<file path="src/rtl/grid_input_loader.sv">
`default_nettype none
// +----------------------------------------------------------------------------+
// | Module : grid_input_loader                                                 |
// | Latches one RCA instruction's operands and dispatches them to the grid     |
// | input IO units, bounded by an in-flight credit counter.                    |
// | Rev    : 1.0  initial release                                              |
// +----------------------------------------------------------------------------+
module grid_input_loader #(
    parameter int XLEN           = 32,
    parameter int NUM_READ_PORTS = 5,
    parameter int NUM_IO_UNITS   = 4,
    parameter int MAX_INFLIGHT   = 2
) (
    input  logic                                               clk,
    input  logic                                               rst,
    input  logic                                               issue_valid,
    output logic                                               issue_ready,
    input  logic [NUM_READ_PORTS-1:0][XLEN-1:0]                rs_data,
    input  logic [NUM_IO_UNITS-1:0][$clog2(NUM_READ_PORTS)-1:0] io_unit_sels,
    input  logic [NUM_IO_UNITS-1:0]                            io_unit_used,
    output logic [NUM_IO_UNITS-1:0][XLEN-1:0]                  io_unit_input_data,
    output logic [NUM_IO_UNITS-1:0]                            io_unit_input_valid,
    input  logic [NUM_IO_UNITS-1:0]                            io_unit_input_ready,
    input  logic                                               wb_committing,
    input  logic                                               flush,
    output logic                                               busy,
    output logic [$clog2(MAX_INFLIGHT+1)-1:0]                  inflight_count
);

    localparam int SEL_W = $clog2(NUM_READ_PORTS);
    localparam int CNT_W = $clog2(MAX_INFLIGHT+1);
    localparam logic [CNT_W-1:0] MAX_CNT = CNT_W'(MAX_INFLIGHT);

    localparam logic [0:0] IDLE     = 1'b0;
    localparam logic [0:0] DISPATCH = 1'b1;

    logic [0:0]                         state;
    logic [NUM_IO_UNITS-1:0][XLEN-1:0]  sel_data;
    logic [NUM_IO_UNITS-1:0]            remaining;
    logic                               accept;
    logic                               done;
    logic                               credit_ret;
    logic [CNT_W-1:0]                   inflight_next;

    assign issue_ready = (state == IDLE) && (inflight_count < MAX_CNT) && !flush;
    assign accept      = issue_valid && issue_ready;
    assign busy        = (state == DISPATCH);

    // The valid vector doubles as the pending mask: a unit is pending until it fires.
    assign remaining  = io_unit_input_valid & ~io_unit_input_ready;
    assign done       = (state == DISPATCH) && (remaining == '0) && !flush;
    assign credit_ret = wb_committing && (inflight_count != '0);

    // Out-of-range selects match no read port and therefore yield zero.
    always_comb begin
        sel_data = '0;
        for (int i = 0; i < NUM_IO_UNITS; i++) begin
            for (int j = 0; j < NUM_READ_PORTS; j++) begin
                if (io_unit_sels[i] == SEL_W'(j)) begin
                    sel_data[i] = rs_data[j];
                end
            end
        end
    end

    always_comb begin
        inflight_next = inflight_count;
        if (done && !credit_ret) begin
            inflight_next = inflight_count + CNT_W'(1);
        end else if (!done && credit_ret) begin
            inflight_next = inflight_count - CNT_W'(1);
        end
    end

    always_ff @(posedge clk or posedge rst) begin
        if (rst) begin
            state               <= IDLE;
            io_unit_input_valid <= '0;
            io_unit_input_data  <= '0;
            inflight_count      <= '0;
        end else if (flush) begin
            state               <= IDLE;
            io_unit_input_valid <= '0;
            inflight_count      <= '0;
        end else begin
            inflight_count <= inflight_next;
            case (state)
                IDLE: begin
                    if (accept) begin
                        io_unit_input_data  <= sel_data;
                        io_unit_input_valid <= io_unit_used;
                        state               <= DISPATCH;
                    end
                end
                DISPATCH: begin
                    io_unit_input_valid <= remaining;
                    if (done) begin
                        state <= IDLE;
                    end
                end
                default: state <= IDLE;
            endcase
        end
    end

endmodule
`default_nettype wire
</file>
<file path="config.mk">
export PLATFORM = sky130hd
export DESIGN_NAME = grid_input_loader
export DESIGN_NICKNAME = d
export VERILOG_FILES = /design/src/rtl/grid_input_loader.sv
export SDC_FILE = /design/constraint.sdc
export NUM_CORES = 1
export LEC_CHECK = 0
export CAP_MARGIN = 0
export CORE_MARGIN = 4
export CORE_UTILIZATION = 30
export CTS_CLUSTER_SIZE = 16
export DETAILED_ROUTE_END_ITERATION = 10
export DONT_BUFFER_PORTS = 1
export PLACE_DENSITY = 0.46
export SETUP_SLACK_MARGIN = 0.02
export SYNTH_ARGS = -nofsm -noshare
export SYNTH_HDL_FRONTEND = slang
export SYNTH_SLANG_ARGS = --single-unit
</file>
<file path="constraint.sdc">
create_clock -name clk -period 5.5 [get_ports clk]
set_input_delay 1.1 -clock clk [delete_from_list [all_inputs] [get_ports clk]]
set_output_delay 1.1 -clock clk [all_outputs]
set_load 0.02 [all_outputs]
</file>
==> results.yml, run 1 <==
drt:
  detail_route.iter0.violations: 553
  dr.pass1.iters: 5
  drtAntennaViolNets: 0
  wl_met1_um: 13010
  wl_met2_um: 16300
  via_count: 7068
  wl_met3_um: 3929
  vias_per_cell: 6.244
  detail_route.wl_per_cell_um: 29.99
  drc: 0
  dr.max_layer_used: "met4"
  wirelength_um: 33950
run_status:
  status: "complete, no violations"
worst_setup_path:
  required_ns: 4.40
  cp_max_fo: 8
  critPathSlowestCell: "dfrtp_1"
  crit_chain: "nor3_2"
  worstSetupEndpointType: "primary output"
  critical-path-top-delay-family: "flip-flops"
  critPathArrivalTime_ns: 1.50
  start_kind: "flop"
  cpPeakStageDelay_ns: 0.58
  path_buf_inv: 0
  crit_type: "flop to primary output"
logic_synthesis:
  ys_top_cells_by_count: "dfrtp_1, nor2_1, a22oi_1, a21oi_1, mux4_2"
  ys_ff_latch: 135
  avgSynthCellArea_um2: 11.55
  synth_edf_count: 0
  yosys.area.top_type: "dfrtp_1"
  synth_cells: 784
  synthDistinctLibCells: 29
  yosysSeqAreaShare_pct: 37.30
  synthArstFlopShare_pct: 100.0
  synth_top_cells_by_area: "dfrtp_1, mux4_2, a22oi_1, a21oi_1, nor2_1"
  syn_nets: 969
  synth_warnings: 0
  synth_flop_cell: "dfrtp_1"
  syn_area_um2: 9056
  netlist.area_leader.share_pct: 37.30
final_layout:
  num_antenna_cells: 0
  nets: 915
  area_delta_synth_final_pct: 9.436
  multi_input_area_um2: 5255
  layout-drive-gt1-share_pct: 25.20
  final_util_pct: 33.35
  final_cells: 1132
  area.sequential_um2: 3378
  fillers: 2947
sta:
  slew_headroom_pct: 52.39
  drv_slew: 0
  fin_tns_setup_ns: 0
  worst_slack_ns: 2.895
  skew_ns: 0.009451
  post-route-period-util_pct: 47.36
  hold_viol_final: 0
  setup_violations: 0
  fin_crit_ns: 2.605
  max_slew.worst_pin.slew_ns: 0.7102
  timing.fmax_mhz: 383.9
  rsz0062_at_grt: "false"
global_routing:
  track_usage_pct: 20.38
  grt_pass1_wl_um: 50770
  grt_max_degree: 102
  antenna_found_initial: 0
  grt_pass1_vias: 7366
  grt-ovfl-total: 0
cts:
  clockRootBuffer: "clkbuf_16"
  cts_tree: "built"
  cts_buffer_depth: 2
  numCtsBuffers: 17
  cts.hold.buffers_added: 0
  clk_pin_slew_worst_paths_ns: 0.06
  cts_resized: 0
  clock-sinks: 135
  insertion_delay_ns: 0.43
  h-tree-depth: 4
  post_cts_buffers: 0
place:
  gp_congestion: 0.7914
  place_ws_ns: 2.526
  dp_hpwl_um: 21840
  dpl.cell_count: 1101
  numPortBuffers: 0
die:
  io_pins: 321
  dieHeight_um: 181.7
  rows: 63
  core_area_um2: 29720
  die-area_um2: 33030
  die_w_um: 181.7
  start_util_pct: 30.47
power_and_ir_drop:
  power_leakage_nw: 3.590
  peakVddDrop_mv: 0.2062
  power_density_nw_per_um2: 336.2
hold_path:
  hold_class: "input pin to asynchronous set/reset pin"
flow_run:
  maxCapViolCount: 0
[metal layers]
| layer | vias up | global-route usage (%) |
|---|---|---|
| li1 | 2987 | - |
| met1 | 3616 | 25.79 |
| met2 | 416 | 32.29 |
| met3 | 49 | 8.213 |
| met4 | 0 | 6.124 |
| met5 | - | 0 |
[worst paths after layout]
| check | cells past startpoint | startpoint | slack (ns) | to |
|---|---|---|---|---|
| setup / recovery | 1 | busy | 2.90 | issue_ready |
| hold / removal | 1 | rst | 0.57 | io_unit_input_data[125] |
| setup reg to reg | 5 | busy | 2.92 | io_unit_input_data[84] |
| hold reg to reg | 2 | io_unit_input_data[125] | 0.66 | io_unit_input_data[125] |
| max in group asynchronous | 2 | rst | 3.84 | io_unit_input_data[2] |
| min in group clk | 2 | io_unit_input_data[125] | 0.66 | io_unit_input_data[125] |
[where the power goes]
group          total (mW)  switching [mW]  internal [mW]
Sequential           1.58           0.410           1.17
Clock                1.22           0.486          0.734
Combinational       0.529           0.242          0.287
[layout make-up]
type / instances / area share (%)
tap: 390 / 4.924
sequential: 135 / 34.09
multi-input combinational: 550 / 53.02
clock inverter: 12 / 1.540
inverter: 11 / 0.4671
clock buffer: 19 / 4.570
timing repair buffer: 15 / 1.389
[metrics by stage]
step	hold slack [ns]	instance area, um2	total power [mW]
after floorplan	0.6339	9056	2.010
after CTS	0.5547	9911	3.375
after detailed placement	0.6548	9305	2.139
after global placement	0.6528	9305	2.134
after global routing	0.5868	9911	3.494
final	0.5665	9911	3.332
[state kept, by name, summed over array words and instances, names as in the netlist]
signal               count
io_unit_input_data     128
busy                     1
io_unit_input_valid      4
inflight_count           2
[cells by family (layout without fill, tap and decap cells)]
kind of cell	Yosys count	count (layout)	share of synthesized area, %
compound gates	265	265	18.73
simple gates	152	152	6.659
flops	135	135	37.30
mux	132	132	32.29
buf+inv	99	57	4.918
xor+xnor	1	1	0.09673
[placed cells by master (no fill, tap or decap), types with 3 or more instances in the layout]
cell | Yosys | final
buf_4 | 1 | 13
clkinvlp_4 | 0 | 4
dfrtp_1 | 135 | 135
clkinv_1 | 1 | 3
a22oi_1 | 131 | 131
nand2_1 | 3 | 3
clkbuf_16 | 0 | 17
mux4_2 | 128 | 128
inv_1 | 10 | 5
bufinv_16 | 0 | 3
nor2_1 | 135 | 135
nor3_1 | 8 | 4
clkinv_2 | 0 | 3
mux2i_1 | 3 | 3
a21oi_1 | 128 | 128
nor3_2 | 1 | 5
Power figures use the tool's default switching activity.
==> run 2: changes to the inputs <==
==> constraint.sdc (replaced) <==
create_clock -name clk -period 2.4 [get_ports clk]
set_input_delay 0.48 -clock clk [delete_from_list [all_inputs] [get_ports clk]]
set_output_delay 0.48 -clock clk [all_outputs]
set_load 0.02 [all_outputs]
==> run 2 against run 1 <==
Clock skew increased by 0.00090 ns. Flip-flop and latch count stayed put. Register-to-register slack got worse by 2.4 ns. Die area stayed put. Clock power is 150% higher. Total power up 140%. Non-clock buffer count up 15. Sequential share of layout area is 0.80 points lower.
==> results.yml, run 2 (synthesis results as in run 1) <==
hold_path:
  holdCritStartpoint: "flush"
  hold-path-endpoint: "io_unit_input_valid[1]"
  worstHoldPathCells: 1
  hold_class: "input pin to flop"
global_routing:
  grt_pass1_vias: 7464
  grt_max_degree: 69
  antenna_found_initial: 0
  grt_pass1_wl_um: 51840
  grt-ovfl-total: 0
  track_usage_pct: 20.66
drt:
  via_count: 7186
  drc: 0
  vias_per_cell: 6.260
  drtAntennaViolNets: 0
  detail_route.wl_per_cell_um: 29.93
  dr.pass1.iters: 6
  detail_route.iter0.violations: 610
  wirelength_um: 34360
final_layout:
  num_antenna_cells: 0
  largest_reg_flops: 128
  layout-drive-gt1-share_pct: 26.52
  final_util_pct: 34.15
  fillers: 2913
  final_cell_mix: "nor2_1, dfrtp_1, a22oi_1"
  nets: 930
  top_regs: "io_unit_input_data: 128 flops, io_unit_input_valid: 4 flops, inflight_count: 2 flops"
  regMostFlops: "io_unit_input_data"
  area_delta_synth_final_pct: 12.07
sta:
  hold_viol_final: 0
  fin_tns_setup_ns: 0
  slew_headroom_pct: 60.89
  timing.fmax_mhz: 513.5
  post-route-period-util_pct: 81.14
  fin_crit_ns: 1.947
  drv_slew: 0
  worst_slack_ns: 0.4525
  max_slew.worst_pin.slew_ns: 0.5866
  setup_violations: 0
  rsz0062_at_grt: "false"
  skew_ns: 0.01035
place:
  numPortBuffers: 0
  place_ws_ns: 0.5318
  gp_congestion: 0.8202
  dp_hpwl_um: 22350
cts:
  insertion_delay_ns: 0.43
  clockRootBuffer: "clkbuf_16"
  h-tree-depth: 4
  clock-sinks: 135
  post_cts_buffers: 0
  clk_pin_slew_worst_paths_ns: 0.06
  cts_resized: 0
  cts_buffer_depth: 2
  cts_tree: "built"
  numCtsBuffers: 17
die:
  start_util_pct: 30.47
  die-area_um2: 33030
  die_w_um: 181.7
  dieHeight_um: 181.7
  rows: 63
  io_pins: 321
  core_area_um2: 29720
worst_setup_path:
  required_ns: 1.92
  r2r_start: "busy"
  worstSetupEndpointType: "primary output"
  rrSetupSlack_ns: 0.52
  cp_max_fo: 8
  start_kind: "flop"
  r2r-end: "io_unit_input_data[125]"
  ff2ff_path_depth: 6
  critPathArrivalTime_ns: 1.47
  crit_type: "flop to primary output"
flow_run:
  maxCapViolCount: 0
power_and_ir_drop:
  peakVddDrop_mv: 0.4405
  power_density_nw_per_um2: 775.9
  power_leakage_nw: 3.718
  p_total_mw: 7.875
run_status:
  status: "complete, no violations"
==> run 2: worst max-delay path, stage by stage (launching register included) <==
cell and delay (ns):
dfrtp_1 0.58, nor3_2 0.29, buf_4 0.17
==> run 2: worst max-delay path by stage <==
stage | to | slack [ns] | depth (start not counted) | from
2_1_floorplan | busy | 0.24 | 1 | rst
3_3_place_gp | io_unit_input_data[30] | 0.56 | 6 | busy
3_5_place_dp | io_unit_input_data[30] | 0.53 | 6 | busy
4_1_cts | issue_ready | 0.42 | 2 | busy
5_1_grt | io_unit_input_data[125] | 0.31 | 6 | busy
6_report | issue_ready | 0.45 | 2 | busy
==> run 2: cell type report <==
type                            instances  area (um2)  area share [%]
Multi-Input combinational cell        550        5255           51.78
Sequential cell                       135        3378           33.28
Tap cell                              390       488.0           4.808
Inverter                               11       45.04          0.4438
Clock buffer                           20       456.7           4.500
Timing Repair Buffer                   30       327.8           3.230
Clock inverter                         12       198.9           1.960
==> run 2: through the flow <==
stage | instance area (um2) | std cells | hold WS, ns
5_1_grt | 10150 | 1148 | 0.09003
2_1_floorplan | 9060 | 784 | 0.6339
3_3_place_gp | 9484 | 1115 | 0.3420
4_1_cts | 10150 | 1148 | 0.08730
6_report | 10150 | 1148 | 0.1144
3_5_place_dp | 9484 | 1115 | 0.3396
==> run 2: metal layers <==
metal	up-vias	wire, um	global-route usage [%]
li1	3020	-	-
met1	3734	13000	25.65
met2	407	16970	34.07
met3	25	3913	7.973
met4	0	487	5.194
met5	-	0	0
==> run 2: where the power goes <==
group          internal (mW)  switching [mW]
combinational          0.692           0.569
sequential              2.69           0.920
clock                   1.90            1.10
total                   5.28            2.59
==> run 2: timing repair <==
item                                    4_1_cts  5_1_grt
hold buffers                                  1        0
endpoints found under the setup margin        0        0
hold endpoints to repair                      9        0
